**config.mk**
```make
export PLATFORM = sky130hd
export DESIGN_NAME = gpc15_3_seq_reducer_flat
export DESIGN_NICKNAME = d
export VERILOG_FILES = /design/src/rtl/gpc15_3_seq_reducer_pkg.sv /design/src/rtl/gpc15_3_seq_reducer_if.sv /design/src/rtl/gpc15_3_seq_reducer_gpc15_3.sv /design/src/rtl/gpc15_3_seq_reducer.sv /design/src/flat_wrapper.sv
export SDC_FILE = /design/constraint.sdc
export NUM_CORES = 1
export LEC_CHECK = 0
export CORE_ASPECT_RATIO = 1.25
export CORE_MARGIN = 3
export CORE_UTILIZATION = 25
export DETAILED_ROUTE_END_ITERATION = 10
export SYNTH_ARGS = -nofsm -noshare
export SYNTH_HDL_FRONTEND = slang
export SYNTH_HIERARCHICAL = 1
export SYNTH_SLANG_ARGS = --single-unit
export TNS_END_PERCENT = 20
```
**constraint.sdc**
```tcl
create_clock -name clk -period 3.1 [get_ports clk]
set_input_delay 0.62 -clock clk [delete_from_list [all_inputs] [get_ports clk]]
set_output_delay 0.62 -clock clk [all_outputs]
set_load 0.05 [all_outputs]
```
**src/rtl/gpc15_3_seq_reducer_pkg.sv**
```systemverilog
// Shared constants, FSM state type and width helpers for the sequential GPC(1,5;3) reducer.
package gpc15_3_seq_reducer_pkg;

    localparam int unsigned GPC15_3_IN0  = 5;
    localparam int unsigned GPC15_3_IN1  = 1;
    localparam int unsigned GPC15_3_OUTW = 3;

    typedef enum logic [1:0] {StIdle, StRun, StDone} state_e;

    // Run cycles: enough 5-bit weight-1 slices and 1-bit weight-2 slices to cover both operands.
    function automatic int unsigned calc_ncyc(int unsigned n1, int unsigned n2);
        int unsigned c1;
        c1 = (n1 + GPC15_3_IN0 - 1) / GPC15_3_IN0;
        return (c1 > n2) ? c1 : n2;
    endfunction

    function automatic int unsigned calc_rw(int unsigned n1, int unsigned n2);
        return int'($clog2(n1 + 2 * n2 + 1));
    endfunction

endpackage

```
**src/rtl/gpc15_3_seq_reducer_if.sv**
```systemverilog
// Operand/result handshake bundle for the sequential reducer.
interface gpc15_3_seq_reducer_if
    import gpc15_3_seq_reducer_pkg::*;
#(
    parameter int unsigned N1 = 20,
    parameter int unsigned N2 = 4
);
    localparam int unsigned RW = calc_rw(N1, N2);

    logic          in_valid;
    logic          in_ready;
    logic [N1-1:0] in_ones;
    logic [N2-1:0] in_twos;
    logic          out_valid;
    logic          out_ready;
    logic [RW-1:0] out_sum;
    logic          busy;

    modport master (
        output in_valid, in_ones, in_twos, out_ready,
        input  in_ready, out_valid, out_sum, busy
    );

    modport slave (
        input  in_valid, in_ones, in_twos, out_ready,
        output in_ready, out_valid, out_sum, busy
    );

endinterface

```
**src/rtl/gpc15_3_seq_reducer_gpc15_3.sv**
```systemverilog
// Combinational GPC(1,5;3): five weight-1 bits plus one weight-2 bit into a 3-bit count.
module gpc15_3_seq_reducer_gpc15_3
    import gpc15_3_seq_reducer_pkg::*;
(
    input  logic [GPC15_3_IN0-1:0]  src0,
    input  logic [GPC15_3_IN1-1:0]  src1,
    output logic [GPC15_3_OUTW-1:0] dst
);

    always_comb begin
        dst = '0;
        for (int i = 0; i < int'(GPC15_3_IN0); i++) begin
            dst = dst + GPC15_3_OUTW'(src0[i]);
        end
        for (int i = 0; i < int'(GPC15_3_IN1); i++) begin
            dst = dst + (GPC15_3_OUTW'(src1[i]) << 1);
        end
    end

endmodule

```
**src/rtl/gpc15_3_seq_reducer.sv**
```systemverilog
// Weighted popcount engine: one shared GPC(1,5;3) fed a slice per cycle, results accumulated.
module gpc15_3_seq_reducer
    import gpc15_3_seq_reducer_pkg::*;
#(
    parameter int unsigned N1 = 20,
    parameter int unsigned N2 = 4
) (
    input logic                   clk,
    input logic                   rst_n,
    gpc15_3_seq_reducer_if.slave  bus
);

    localparam int unsigned NCYC = calc_ncyc(N1, N2);
    localparam int unsigned RW   = calc_rw(N1, N2);
    localparam int unsigned S1W  = GPC15_3_IN0 * NCYC;
    localparam int unsigned S2W  = GPC15_3_IN1 * NCYC;
    localparam int unsigned CW   = $clog2(NCYC + 1);

    state_e                  state_q, state_d;
    logic [S1W-1:0]          sr1_q, sr1_d;
    logic [S2W-1:0]          sr2_q, sr2_d;
    logic [RW-1:0]           acc_q, acc_d;
    logic [RW-1:0]           sum_q, sum_d;
    logic [CW-1:0]           cnt_q, cnt_d;
    logic [GPC15_3_OUTW-1:0] dst;

    gpc15_3_seq_reducer_gpc15_3 u_gpc15_3 (
        .src0 (sr1_q[GPC15_3_IN0-1:0]),
        .src1 (sr2_q[GPC15_3_IN1-1:0]),
        .dst  (dst)
    );

    always_comb begin
        state_d = state_q;
        sr1_d   = sr1_q;
        sr2_d   = sr2_q;
        acc_d   = acc_q;
        sum_d   = sum_q;
        cnt_d   = cnt_q;
        unique case (state_q)
            StIdle: begin
                if (bus.in_valid) begin
                    // Shift registers are sized to whole slices; unused tail bits stay zero.
                    sr1_d          = '0;
                    sr1_d[N1-1:0]  = bus.in_ones;
                    sr2_d          = '0;
                    sr2_d[N2-1:0]  = bus.in_twos;
                    acc_d          = '0;
                    cnt_d          = CW'(NCYC);
                    state_d        = StRun;
                end
            end
            StRun: begin
                acc_d = acc_q + RW'(dst);
                sr1_d = sr1_q >> GPC15_3_IN0;
                sr2_d = sr2_q >> GPC15_3_IN1;
                cnt_d = cnt_q - CW'(1);
                if (cnt_q == CW'(1)) begin
                    sum_d   = acc_d;
                    state_d = StDone;
                end
            end
            StDone: begin
                if (bus.out_ready) begin
                    sum_d   = '0;
                    state_d = StIdle;
                end
            end
            default: state_d = StIdle;
        endcase
    end

    always_ff @(posedge clk or negedge rst_n) begin
        if (!rst_n) begin
            state_q <= StIdle;
            sr1_q   <= '0;
            sr2_q   <= '0;
            acc_q   <= '0;
            sum_q   <= '0;
            cnt_q   <= '0;
        end else begin
            state_q <= state_d;
            sr1_q   <= sr1_d;
            sr2_q   <= sr2_d;
            acc_q   <= acc_d;
            sum_q   <= sum_d;
            cnt_q   <= cnt_d;
        end
    end

    assign bus.in_ready  = (state_q == StIdle);
    assign bus.busy      = (state_q != StIdle);
    assign bus.out_valid = (state_q == StDone);
    assign bus.out_sum   = sum_q;

endmodule

```
**src/flat_wrapper.sv**
```systemverilog
// flat-port wrapper written by rule: the top's interface ports become plain ports
module gpc15_3_seq_reducer_flat import gpc15_3_seq_reducer_pkg::*;
#(
    parameter int unsigned N1 = 20,
    parameter int unsigned N2 = 4
)
  (clk, rst_n, bus_in_valid, bus_in_ones, bus_in_twos, bus_out_ready, bus_in_ready, bus_out_valid, bus_out_sum, bus_busy);
  gpc15_3_seq_reducer_if #(.N1(N1), .N2(N2)) bus_i ();
  input logic clk;
  input logic rst_n;
  input wire logic [$bits(bus_i.in_valid)-1:0] bus_in_valid;
  input wire logic [$bits(bus_i.in_ones)-1:0] bus_in_ones;
  input wire logic [$bits(bus_i.in_twos)-1:0] bus_in_twos;
  input wire logic [$bits(bus_i.out_ready)-1:0] bus_out_ready;
  output wire logic [$bits(bus_i.in_ready)-1:0] bus_in_ready;
  output wire logic [$bits(bus_i.out_valid)-1:0] bus_out_valid;
  output wire logic [$bits(bus_i.out_sum)-1:0] bus_out_sum;
  output wire logic [$bits(bus_i.busy)-1:0] bus_busy;
  assign bus_i.in_valid = bus_in_valid;
  assign bus_i.in_ones = bus_in_ones;
  assign bus_i.in_twos = bus_in_twos;
  assign bus_i.out_ready = bus_out_ready;
  assign bus_in_ready = bus_i.in_ready;
  assign bus_out_valid = bus_i.out_valid;
  assign bus_out_sum = bus_i.out_sum;
  assign bus_busy = bus_i.busy;
  gpc15_3_seq_reducer #(.N1(N1), .N2(N2)) u_core (.clk(clk), .rst_n(rst_n), .bus(bus_i));
endmodule
```
==> impl_metrics.yaml <==
run_status:
  status: "completed"
yosys:
  synth.net_count: 242
  synth_area_per_cell_sq_um: 9.91
  synthDominantCellAreaShare: 0.480
  yosys_most_used_dff: "dfrtp_1"
  syn-instance-count: 205
  synthDistinctLibCells: 30
  syn_area_sq_um: 2030
  async_flop_share: 1.00
  synthTopCellsByArea: "dfrtp_1 (48%), and3b_1 (7.8%), a21oi_1 (6.7%)"
  synth_edf_count: 0
  ys_ff_latch: 39
  seq_area_frac_synth: 0.480
  yosys_warnings: 6
  yosysTopAreaCell: "dfrtp_1"
sta:
  slew_headroom: 0.406
  fmax_mhz: 350
  final.setup.tns_ps: 0
  setup_viol: 0
  rsz0062_at_grt: "false"
  finClkSkew_ps: 4.43
  period_share: 0.922
  whs_ps: 460
  final-max-slew-violation-count: 0
  worst_slack_ps: 240
  worst_slew_pin_slew_ps: 891
  period_needed_ps: 2860
  hold_viol: 0
power:
  p_sw_frac: 0.395
  seqPwrFrac: 0.348
  net-switching-power_uw: 916
  internal-power_uw: 1400
  leakagePower_uw: 0.00117
  combPwrFrac: 0.478
  power_density_nw_per_um2: 906
  vdd_drop_max_mv: 0.592
  clockPowerShare: 0.174
global_route:
  grt_max_degree: 51
  grt_pass1_wl_um: 7150
  grt-ovfl-total: 0
  antenna_found_initial: 0
  grt_pass1_vias: 1475
  track_usage: 0.0970
clock_network:
  clk_pin_slew_worst_paths_ps: 70
  cts_buffer_depth: 2
  cts.sinks: 39
  cts_tree: "done"
  hold_buffers: 0
  h-tree-depth: 2
  cts_buffers: 5
  cts_resized: 0
  cts_root_buffer: "clkbuf_8"
  clkLatencyLatePin_ps: 290
  cts_setup_buffers: 0
placed_design:
  numPortBuffers: 35
  routabilityCongestion: 0.766
  pre_cts_slack_ps: 268
  hpwl_um: 2960
  dpl-instance-area_sq_um: 2460
floorplanning:
  die_x_um: 86.6
  dieArea_sq_um: 9250
  ios: 36
  start_util: 0.259
  fp-row-count: 36
  die_y_um: 107
  coreArea_sq_um: 7840
critical_path:
  crit_path_end_kind: "register"
  path_class: "reg2reg"
  r2r_setup_slack_ps: 240
  crit_fanout: 3
  r2r_start: "u_core/sr1_q[0]$_DFFE_PN0P_"
  cp-start-kind: "register"
  r2r-end: "u_core/bus.out_sum[4]$_DFFE_PN0P_"
  r2r.worst_path.cells: 7
  arrival_ps: 3020
  worst-endpoint-required_ps: 3270
detailed_routing:
  firstDrtPassIters: 4
  wl_um: 4350
  viasPerCell: 4.61
  num_vias: 1541
  drt_iter0_markers: 59
  drc: 0
  wl_per_cell_um: 13.0
  drtAntennaViolNets: 0
cells_and_area:
  fillCellCount: 830
  seq_area_sq_um: 976
  final_cell_mix: "dfrtp_1 (39), clkdlybuf4s50_1 (32), nand2_1 (31), a21oi_1 (27), and3b_1 (18)"
  fin_nets: 276
  multiInputGateArea_sq_um: 976
  fin_util: 0.326
  final_area_sq_um: 2560
  drive_gt1_frac: 0.0711
  n_antenna_cell: 0
  layout.cells.most_common: "dfrtp_1"
  area_growth_pct: 25.9
run:
  max_cap_viol_count: 0
min_path:
  hp-class: "in2async"
-- cell type report --
| cell class | instances | area share |
|---|---|---|
| inverter | 4 | 0.00587 |
| clock buffer | 6 | 0.0284 |
| sequential | 39 | 0.381 |
| multi-input combinational | 150 | 0.381 |
| clock inverter | 1 | 0.0117 |
| tap | 95 | 0.0465 |
| timing repair buffer | 39 | 0.145 |
-- stage by stage --
step | std cells | power, uW
floorplan | 205 | 1630
finish | 334 | 2320
detailed placement | 327 | 1920
global placement | 327 | 1890
CTS | 334 | 2350
global route | 334 | 2500
-- cell families after synthesis --
family / count (synthesis) / share of synthesized area
buffers and inverters: 16 / 0.0394
AOI/OAI and AO/OA: 70 / 0.203
adders and majority gates: 9 / 0.0702
DFF: 39 / 0.480
and+or+nand+nor: 70 / 0.203
xor gates and xnor gates: 1 / 0.00431
-- power groups by stage --
stage | clock (uW) | sequential (uW) | combinational (uW)
2_1_floorplan | 0 | 880 | 751
4_1_cts | 421 | 809 | 1120
5_1_grt | 440 | 829 | 1230
3_3_place_gp | 0 | 810 | 1080
6_report | 404 | 808 | 1110
3_5_place_dp | 0 | 818 | 1110
-- critical path, cell delays in order (launching register included) --
cell	delay, ps
dfrtp_1	400
fa_1	490
fa_1	400
fa_1	500
fa_1	470
a21o_1	180
a32oi_1	190
o2bb2ai_1	110
-- registers in the layout, summed over array words and instances (netlist names) --
register / flops
u_core/sr1_q: 20
u_core/acc_q: 5
u_core/bus.out_sum: 5
u_core/sr2_q: 4
u_core/cnt_q: 3
u_core/state_q: 2
-- synth_stat cells, types with 3 or more instances --
cell,number
dfrtp_1,39
nand2_1,31
a21oi_1,27
and3b_1,18
o21ai_0,16
o21ai_1,13
nor2b_1,9
buf_2,7
ha_1,5
a22o_1,4
fa_1,4
inv_1,4
and2b_1,3
buf_4,3
nand3_1,3
-- how the worst max path moves through the flow --
| stage | startpoint | end | slack, ps | depth (start not counted) |
|---|---|---|---|---|
| after global placement | u_core/sr1_q[0]$_DFFE_PN0P_ | u_core/acc_q[4]$_DFFE_PN0P_ | 310 | 7 |
| after detailed placement | u_core/sr1_q[0]$_DFFE_PN0P_ | u_core/acc_q[4]$_DFFE_PN0P_ | 270 | 7 |
| after floorplan | u_core/sr1_q[0]$_DFFE_PN0P_ | u_core/acc_q[4]$_DFFE_PN0P_ | 380 | 7 |
| after CTS | u_core/sr1_q[0]$_DFFE_PN0P_ | u_core/acc_q[4]$_DFFE_PN0P_ | 240 | 7 |
| after global routing | u_core/sr1_q[0]$_DFFE_PN0P_ | u_core/acc_q[4]$_DFFE_PN0P_ | 100 | 7 |
| final | u_core/sr1_q[0]$_DFFE_PN0P_ | u_core/bus.out_sum[4]$_DFFE_PN0P_ | 240 | 7 |
-- routing by layer --
| metal | vias to the layer above | global-route usage | wire (um) |
|---|---|---|---|
| li1 | 782 | - | - |
| met1 | 710 | 0.130 | 2090 |
| met2 | 43 | 0.153 | 2000 |
| met3 | 6 | 0.0208 | 200 |
| met4 | 0 | 0.0367 | 55 |
| met5 | - | 0 | 0 |
Power figures use the tool's default switching activity.
